$ cat config.mk
export PLATFORM = sky130hd
export DESIGN_NAME = i2s_transmitter
export DESIGN_NICKNAME = d
export VERILOG_FILES = /design/src/rtl/i2s_transmitter.sv
export SDC_FILE = /design/constraint.sdc
export NUM_CORES = 1
export LEC_CHECK = 0
export ABC_CLOCK_PERIOD_IN_PS = 4900
export CAP_MARGIN = 30
export CORE_AREA = 2 2 93 95
export CTS_BUF_LIST = sky130_fd_sc_hd__clkbuf_4 sky130_fd_sc_hd__clkbuf_8 sky130_fd_sc_hd__clkbuf_16
export CTS_CLUSTER_SIZE = 16
export DETAILED_ROUTE_END_ITERATION = 10
export DIE_AREA = 0 0 95 97
export PLACE_DENSITY = 0.7
export SYNTH_ARGS = -nofsm -noshare
export SYNTH_HDL_FRONTEND = slang
export SYNTH_SLANG_ARGS = --single-unit
$ cat constraint.sdc
create_clock -name clk_in -period 4.9 [get_ports clk_in]
set_input_delay 0.49 -clock clk_in [delete_from_list [all_inputs] [get_ports clk_in]]
set_output_delay 0.49 -clock clk_in [all_outputs]
set_load 0.1 [all_outputs]
$ cat src/rtl/i2s_transmitter.sv
// I2S master transmitter: stereo samples in through a single-entry
// valid/ready holding register, serialised MSB-first in standard I2S
// framing (data one BCLK after the LRCLK edge, 32 BCLK slots per channel).
module i2s_transmitter #(
    parameter int BCLK_DIV = 12,
    parameter int WIDTH    = 16
) (
    input  logic                    clk_in,
    input  logic                    rst_in,
    input  logic signed [WIDTH-1:0] left_sample_in,
    input  logic signed [WIDTH-1:0] right_sample_in,
    input  logic                    valid_in,
    output logic                    ready_out,
    output logic                    i2s_bclk_out,
    output logic                    i2s_lrclk_out,
    output logic                    i2s_data_out,
    output logic                    frame_start_out,
    output logic                    underrun_out
);

    localparam int               DIV_W    = (BCLK_DIV > 1) ? $clog2(BCLK_DIV) : 1;
    localparam logic [DIV_W-1:0] DIV_LAST = DIV_W'(BCLK_DIV - 1);

    logic [DIV_W-1:0]        div_cnt_q, div_cnt_d;
    logic                    bclk_q, bclk_d;
    logic                    lrclk_q, lrclk_d;
    logic [5:0]              bit_cnt_q, bit_cnt_d;
    logic                    data_q, data_d;
    logic                    ready_q, ready_d;
    logic                    frame_start_q, frame_start_d;
    logic                    underrun_q, underrun_d;
    logic [63:0]             shift_q, shift_d;
    logic signed [WIDTH-1:0] hold_left_q, hold_left_d;
    logic signed [WIDTH-1:0] hold_right_q, hold_right_d;
    logic                    div_last;
    logic                    fall_evt;

    // Lay a sample pair out as a 64-slot frame; bit 63 is slot 0, so the
    // left MSB sits in slot 1 and the right MSB in slot 33.
    function automatic logic [63:0] build_frame(input logic [WIDTH-1:0] l,
                                                input logic [WIDTH-1:0] r);
        logic [63:0] f;
        f          = '0;
        f[62 -: WIDTH] = l;
        f[30 -: WIDTH] = r;
        return f;
    endfunction

    // Next-state: divider, falling-edge sequencing, frame load and handshake.
    always_comb begin
        div_last      = (div_cnt_q == DIV_LAST);
        fall_evt      = div_last && bclk_q;
        div_cnt_d     = div_last ? '0 : div_cnt_q + DIV_W'(1);
        bclk_d        = div_last ? ~bclk_q : bclk_q;
        lrclk_d       = lrclk_q;
        bit_cnt_d     = bit_cnt_q;
        data_d        = data_q;
        ready_d       = ready_q;
        frame_start_d = 1'b0;
        underrun_d    = 1'b0;
        shift_d       = shift_q;
        hold_left_d   = hold_left_q;
        hold_right_d  = hold_right_q;

        if (fall_evt) begin
            bit_cnt_d = bit_cnt_q + 6'd1;
            lrclk_d   = bit_cnt_d[5];
            if (bit_cnt_d == 6'd0) begin
                // Slot 0 is the trailing zero of the previous right slot;
                // the loaded frame starts shifting from slot 1 onwards.
                frame_start_d = 1'b1;
                data_d        = 1'b0;
                if (!ready_q) begin
                    shift_d = build_frame(hold_left_q, hold_right_q) << 1;
                    ready_d = 1'b1;
                end else begin
                    shift_d    = '0;
                    underrun_d = 1'b1;
                end
            end else begin
                data_d  = shift_q[63];
                shift_d = {shift_q[62:0], 1'b0};
            end
        end

        // ready_q is low whenever the register is full, so this never
        // collides with a load of held data.
        if (valid_in && ready_q) begin
            hold_left_d  = left_sample_in;
            hold_right_d = right_sample_in;
            ready_d      = 1'b0;
        end
    end

    // Control and output state; reset aborts any frame and empties the holder.
    always_ff @(posedge clk_in or posedge rst_in) begin
        if (rst_in) begin
            div_cnt_q     <= '0;
            bclk_q        <= 1'b0;
            lrclk_q       <= 1'b1;
            bit_cnt_q     <= 6'd63;
            data_q        <= 1'b0;
            ready_q       <= 1'b1;
            frame_start_q <= 1'b0;
            underrun_q    <= 1'b0;
            shift_q       <= '0;
        end else begin
            div_cnt_q     <= div_cnt_d;
            bclk_q        <= bclk_d;
            lrclk_q       <= lrclk_d;
            bit_cnt_q     <= bit_cnt_d;
            data_q        <= data_d;
            ready_q       <= ready_d;
            frame_start_q <= frame_start_d;
            underrun_q    <= underrun_d;
            shift_q       <= shift_d;
        end
    end

    // Holding data is qualified by ready_q, so it needs no reset.
    always_ff @(posedge clk_in) begin
        hold_left_q  <= hold_left_d;
        hold_right_q <= hold_right_d;
    end

    assign ready_out       = ready_q;
    assign i2s_bclk_out    = bclk_q;
    assign i2s_lrclk_out   = lrclk_q;
    assign i2s_data_out    = data_q;
    assign frame_start_out = frame_start_q;
    assign underrun_out    = underrun_q;

endmodule
==> impl_metrics.yaml, run 1 <==
status:
  outcome: "completed"
worst_setup_path:
  cp_top_family: "buffers and inverters"
  cp_data_required_time_ns: 4.41
  worstSetupEndpointType: "primary output"
  cp.arrival_ns: 2.61
  critPathLaunchType: "flip-flop"
  worstPathMaxFanout: 37
  crit_type: "reg2out"
  slowest_delay_ns: 1.26
  crit_chain: "clkdlybuf4s50_1"
  crit_slowest_cell: "clkdlybuf4s50_1"
  crit_buf_inv: 1
power_and_ir_drop:
  irDropWorstVdd_mv: 0.1669
  pwr-share-clk: 0.376
  internal-power_mw: 1.100
  leakagePower_nw: 1.830
  p_per_area_nw_per_um2: 294.4
  power.share.sequential: 0.597
  p_switching_mw: 0.2735
  combPwrFrac: 0.027
  power_switching_share: 0.1992
sta:
  setup_viol: 0
  worst_pin_slew_ns: 1.019
  finalCritPeriodShare: 0.6326
  slew_viol_final: 0
  finalSetupTns_ns: 0
  hold_viol: 0
  rsz0062_at_grt: "false"
  slew_headroom: 0.3204
  clock_skew_ns: 0.009280
  clock.fmax_ghz: 0.3226
  fin_crit_ns: 3.100
routing:
  drt_iter0_drc: 205
  drc: 0
  firstDrtPassIters: 4
  wl_um: 7203
  ant_nets: 0
  via_count: 2772
  avgViaCountPerCell: 5.435
  wire_per_inst_um: 14.12
yosys:
  synth-seq-area-share: 0.6351
  syn_area_per_cell_um2: 10.78
  synthMostInstantiatedCell: "a21oi_1"
  syn_inst: 372
  synth_edf_count: 32
  synth_top_area_frac: 0.3496
  yosysWarnings: 0
  synthArstFlopShare: 0.6632
  synth_area_um2: 4009
  ys.flop_type: "dfrtp_1"
  synth_area_leader_cell: "dfrtp_1"
  synth-seq-cells: 95
  syn_nets: 409
  ys_types: 29
  synth_common_cells: "a21oi_1, dfrtp_1, nand2_1"
  ys_top_cells_by_area: "dfrtp_1, edfxtp_1, a21oi_1"
clock_network:
  cts_hold_buf: 0
  cts_tree: "built"
  h-tree-depth: 3
  cts_buffer_depth: 2
  cts.sinks: 95
  cts_setup_buffers: 0
  cts_resized: 0
  clk_latency_ns: 0.35
  clk_pin_slew_worst_paths_ns: 0.09
  cts_made_buffers: 9
  root_buffer: "clkbuf_8"
global_routing:
  antenna_found_initial: 0
  grt_max_degree: 64
  grt_overflow: 0
  grt_pass1_wl_um: 12630
  grt_pass1_vias: 2717
  grtUsageTotal: 0.1728
placement:
  io_buffers: 40
  gp_congestion: 0.7186
  place_area_um2: 4464
  post-dp-hpwl_um: 4064
floorplan:
  num_rows: 33
  dieArea_um2: 9215
  die_w_um: 95
  fp.dieH_um: 97
  fp.coreArea_um2: 8134
  io_pins: 41
  initial_core_util: 0.4928
worst_hold_path:
  hold_class: "reg2reg"
final_layout:
  regArea_um2: 2546
  final_cell_area_um2: 4666
  multi_input_area_um2: 1333
  drive_above_1_share: 0.08889
  final_nets: 437
  antennaDiodeCount: 0
  nFillCells: 668
  syn_to_final_growth_pct: 16.39
flow_run:
  max_cap_viol_count: 0
[cell families (layout without fill, tap and decap cells)]
family,after synthesis,in the layout,share of synthesized area
multiplexers,1,1,0.002809
flip-flops,95,95,0.6351
AO/OA/AOI/OAI,116,116,0.1539
buffers and inverters,29,62,0.03339
AND/OR/NAND/NOR,122,122,0.1532
XOR/XNOR,7,7,0.01529
adder cells (fa/ha/maj),2,2,0.006241
[placed cells by master, fill, tap and decap left out, drive strengths merged]
master | Yosys | layout
a21oi | 62 | 62
xor2 | 1 | 1
inv | 1 | 2
clkbuf | 14 | 11
and2 | 2 | 2
nand3 | 1 | 1
nand3b | 1 | 1
dfstp | 7 | 7
ha | 2 | 2
nand4 | 2 | 2
a31oi | 1 | 1
o21ai | 50 | 50
edfxtp | 32 | 32
clkdlybuf4s50 | 0 | 40
xnor2 | 6 | 6
bufinv | 0 | 1
a2111oi | 1 | 1
nand2b | 2 | 2
nor3b | 31 | 31
dfrtp | 56 | 56
clkinv | 0 | 2
nand2 | 44 | 44
and3b | 1 | 1
buf | 14 | 5
and3 | 3 | 3
a31o | 1 | 1
clkinvlp | 0 | 1
nor2 | 35 | 35
mux2 | 1 | 1
o31ai | 1 | 1
[worst paths after layout]
path                                              from                  endpoint  slack [ns]  depth (start not counted)
max in group asynchronous                       rst_in   shift_q[48]$_DFFE_PP0P_        3.70                          3
min in group asynchronous                       rst_in    div_cnt_q[2]$_DFF_PP0_        0.67                          3
worst max register to register  div_cnt_q[0]$_DFF_PP0_  bit_cnt_q[4]$_DFFE_PP1P_        2.66                          5
worst min-delay path            div_cnt_q[0]$_DFF_PP0_    div_cnt_q[0]$_DFF_PP0_        0.47                          1
worst min register to register  div_cnt_q[0]$_DFF_PP0_    div_cnt_q[0]$_DFF_PP0_        0.47                          1
worst max-delay path             ready_out$_DFFE_PP1P_                 ready_out        1.80                          1
[per-stage QoR]
step / setup slack, ns / util / power, mW / hold WS, ns / cells
2_1_floorplan: 2.245 / - / 0.8444 / 0.4321 / 372
6_report: 1.800 / 0.5736 / 1.373 / 0.4677 / 510
5_1_grt: 1.682 / 0.5736 / 1.430 / 0.4983 / 510
4_1_cts: 1.740 / 0.5736 / 1.392 / 0.4682 / 510
3_3_place_gp: 2.158 / 0.5464 / 0.8739 / 0.4426 / 493
3_5_place_dp: 2.142 / 0.5488 / 0.8746 / 0.4552 / 494
[power groups by stage]
stage	clock network (mW)	logic [mW]	registers (mW)
5_1_grt	0.568	0.0416	0.820
4_1_cts	0.534	0.0383	0.820
6_report	0.516	0.0369	0.820
3_5_place_dp	0	0.0380	0.837
3_3_place_gp	0	0.0373	0.837
2_1_floorplan	0	0.00765	0.837
[per-layer routing]
layer	vias to the layer above	part of all wire	GRT usage
met2	67	0.48	0.2766
met4	0	0.016	0.07135
met3	10	0.042	0.03271
li1	1347	-	-
met5	-	0	0
met1	1348	0.46	0.2307
[sequential cells by signal, indices dropped and copies added (netlist names)]
signal and cells:
hold_left_q 16, div_cnt_q 4, hold_right_q 16, underrun_out 1, ready_out 1, bit_cnt_q 5, frame_start_out 1, i2s_data_out 1
i2s_lrclk_out 1, i2s_bclk_out 1, shift_q 48
[final cells by class]
| cell class | instances | area share |
|---|---|---|
| Tap cell | 105 | 0.02816 |
| Clock buffer | 11 | 0.03111 |
| Timing Repair Buffer | 45 | 0.09654 |
| Inverter | 1 | 0.0008045 |
| Sequential cell | 95 | 0.5457 |
| Clock inverter | 5 | 0.01207 |
| Multi-Input combinational cell | 248 | 0.2856 |
(Power assumes the default switching activity.)
==> run 2, diff against run 1 <==
ABC_CLOCK_PERIOD_IN_PS = 3100   (was 4900)
clock period = 3.1 ns   (was 4.9 ns; I/O delays follow)
==> impl_metrics.yaml, run 2 (same netlist as run 1, synthesis figures left out) <==
routing:
  wl_um: 7452
  wire_per_inst_um: 14.47
  avgViaCountPerCell: 5.439
  ant_nets: 0
  via_count: 2801
  firstDrtPassIters: 4
  drc: 0
  drt_iter0_drc: 165
worst_setup_path:
  cp_top_family: "buffers and inverters"
  critPathLaunchType: "flip-flop"
  worstSetupStartpoint: "i2s_data_out$_DFFE_PP0P_"
  cp_num_cells: 1
  crit_buf_inv: 1
  worstSetupEndpointType: "primary output"
  crit_slowest_cell: "clkdlybuf4s50_1"
  reg2reg_depth: 6
  crit_chain: "clkdlybuf4s50_1"
  cp.arrival_ns: 1.84
  cp_data_required_time_ns: 2.79
  slowest_delay_ns: 1.13
  worstReg2RegStart: "div_cnt_q[0]$_DFF_PP0_"
  crit_type: "reg2out"
  worstPathMaxFanout: 2
placement:
  io_buffers: 40
  gp_congestion: 0.7762
  place_inst: 499
  post-dp-hpwl_um: 4380
clock_network:
  cts_resized: 0
  root_buffer: "clkbuf_8"
  clk_latency_ns: 0.36
  cts_made_buffers: 9
  h-tree-depth: 3
  cts_hold_buf: 0
  cts_buffer_depth: 2
  cts.sinks: 95
  cts_setup_buffers: 0
  cts_tree: "built"
  clk_pin_slew_worst_paths_ns: 0.10
final_layout:
  layout_common_cells: "a21oi_1, dfrtp_1, nand2_1"
  layout.cells.non_filler: 515
  largestRegisters: "shift_q: 48 flops, hold_left_q: 16 flops, hold_right_q: 16 flops"
  regArea_um2: 2546
  drive_above_1_share: 0.1073
  antennaDiodeCount: 0
  regMostFlops: "shift_q"
  syn_to_final_growth_pct: 17.01
  nFillCells: 680
  final_nets: 442
  largest_register_ff_count: 48
  multi_input_area_um2: 1333
  final_common_cell: "a21oi_1"
global_routing:
  grt_overflow: 0
  grtUsageTotal: 0.1798
  grt_max_degree: 64
  antenna_found_initial: 0
  grt_pass1_vias: 2824
  grt_pass1_wl_um: 13040
floorplan:
  die_w_um: 95
  initial_core_util: 0.4928
  num_rows: 33
  fp.coreArea_um2: 8134
  dieArea_um2: 9215
  fp.dieH_um: 97
  io_pins: 41
power_and_ir_drop:
  irDropWorstVdd_mv: 0.2882
  p_per_area_nw_per_um2: 471.7
  leakagePower_nw: 1.859
  total_power_mw: 2.213
worst_hold_path:
  hold_class: "in2async"
sta:
  hold_slack_ns: 0.1644
  rsz0062_at_grt: "false"
  worst_pin_slew_ns: 0.9612
  clock.fmax_ghz: 0.4650
  finalCritPeriodShare: 0.6938
  clock_skew_ns: 0.009746
  setup_viol: 0
  slew_viol_final: 0
  slew_headroom: 0.3572
  finalSetupTns_ns: 0
  hold_viol: 0
  fin_crit_ns: 2.151
status:
  outcome: "completed"
flow_run:
  max_cap_viol_count: 0
==> run 2: cell types whose count changed in the layout (fill, tap and decap cells not counted) <==
cell	change
clkbuf_8	-1
clkbuf_4	-1
clkdlybuf4s50_1	-3
clkinv_4	+1
inv_6	+3
buf_4	+9
clkinv_2	-2
buf_12	-1
inv_8	+1
clkinvlp_4	-1
==> run 2: layer usage <==
metal  vias up  GRT usage  share of wire
li1       1368          -              -
met3         6    0.05140          0.039
met5         -          0              0
met2        53     0.2930           0.50
met4         0    0.04794          0.012
met1      1374     0.2355           0.45
==> run 2: per-stage QoR <==
stage | util | instance area, um^2 | setup slack (ns)
2_1_floorplan | - | 4009 | 0.4447
3_3_place_gp | 0.5510 | 4482 | 1.217
3_5_place_dp | 0.5510 | 4482 | 1.122
4_1_cts | 0.5767 | 4691 | 0.9184
5_1_grt | 0.5767 | 4691 | 0.8804
6_report | 0.5767 | 4691 | 0.9492
==> run 2: final cells by class <==
type | instances | area share
well taps | 105 | 0.02801
repair buffers | 50 | 0.09976
clock inverters | 7 | 0.01814
clock buffers | 9 | 0.02641
multi-input cells | 248 | 0.2841
inverters | 1 | 0.0008002
flip-flops and latches | 95 | 0.5428
==> run 2: where the power goes <==
group	leakage (nW)	switching [mW]	total, mW	internal [mW]
registers	1.14	0.000000000000000269	1.30	1.30
clock network	0.107	0.465	0.857	0.392
logic	0.613	0.0207	0.0593	0.0387
==> run 2: final timing paths <==
kind                            slack, ns                       to
worst max-delay path                 0.95             i2s_data_out
worst min-delay path                 0.16  shift_q[46]$_DFFE_PP0P_
worst max register to register       1.14  shift_q[37]$_DFFE_PP0P_
worst min register to register       0.47   div_cnt_q[0]$_DFF_PP0_
max in group asynchronous            2.25  shift_q[22]$_DFFE_PP0P_
min in group clk_in                  0.47   div_cnt_q[0]$_DFF_PP0_
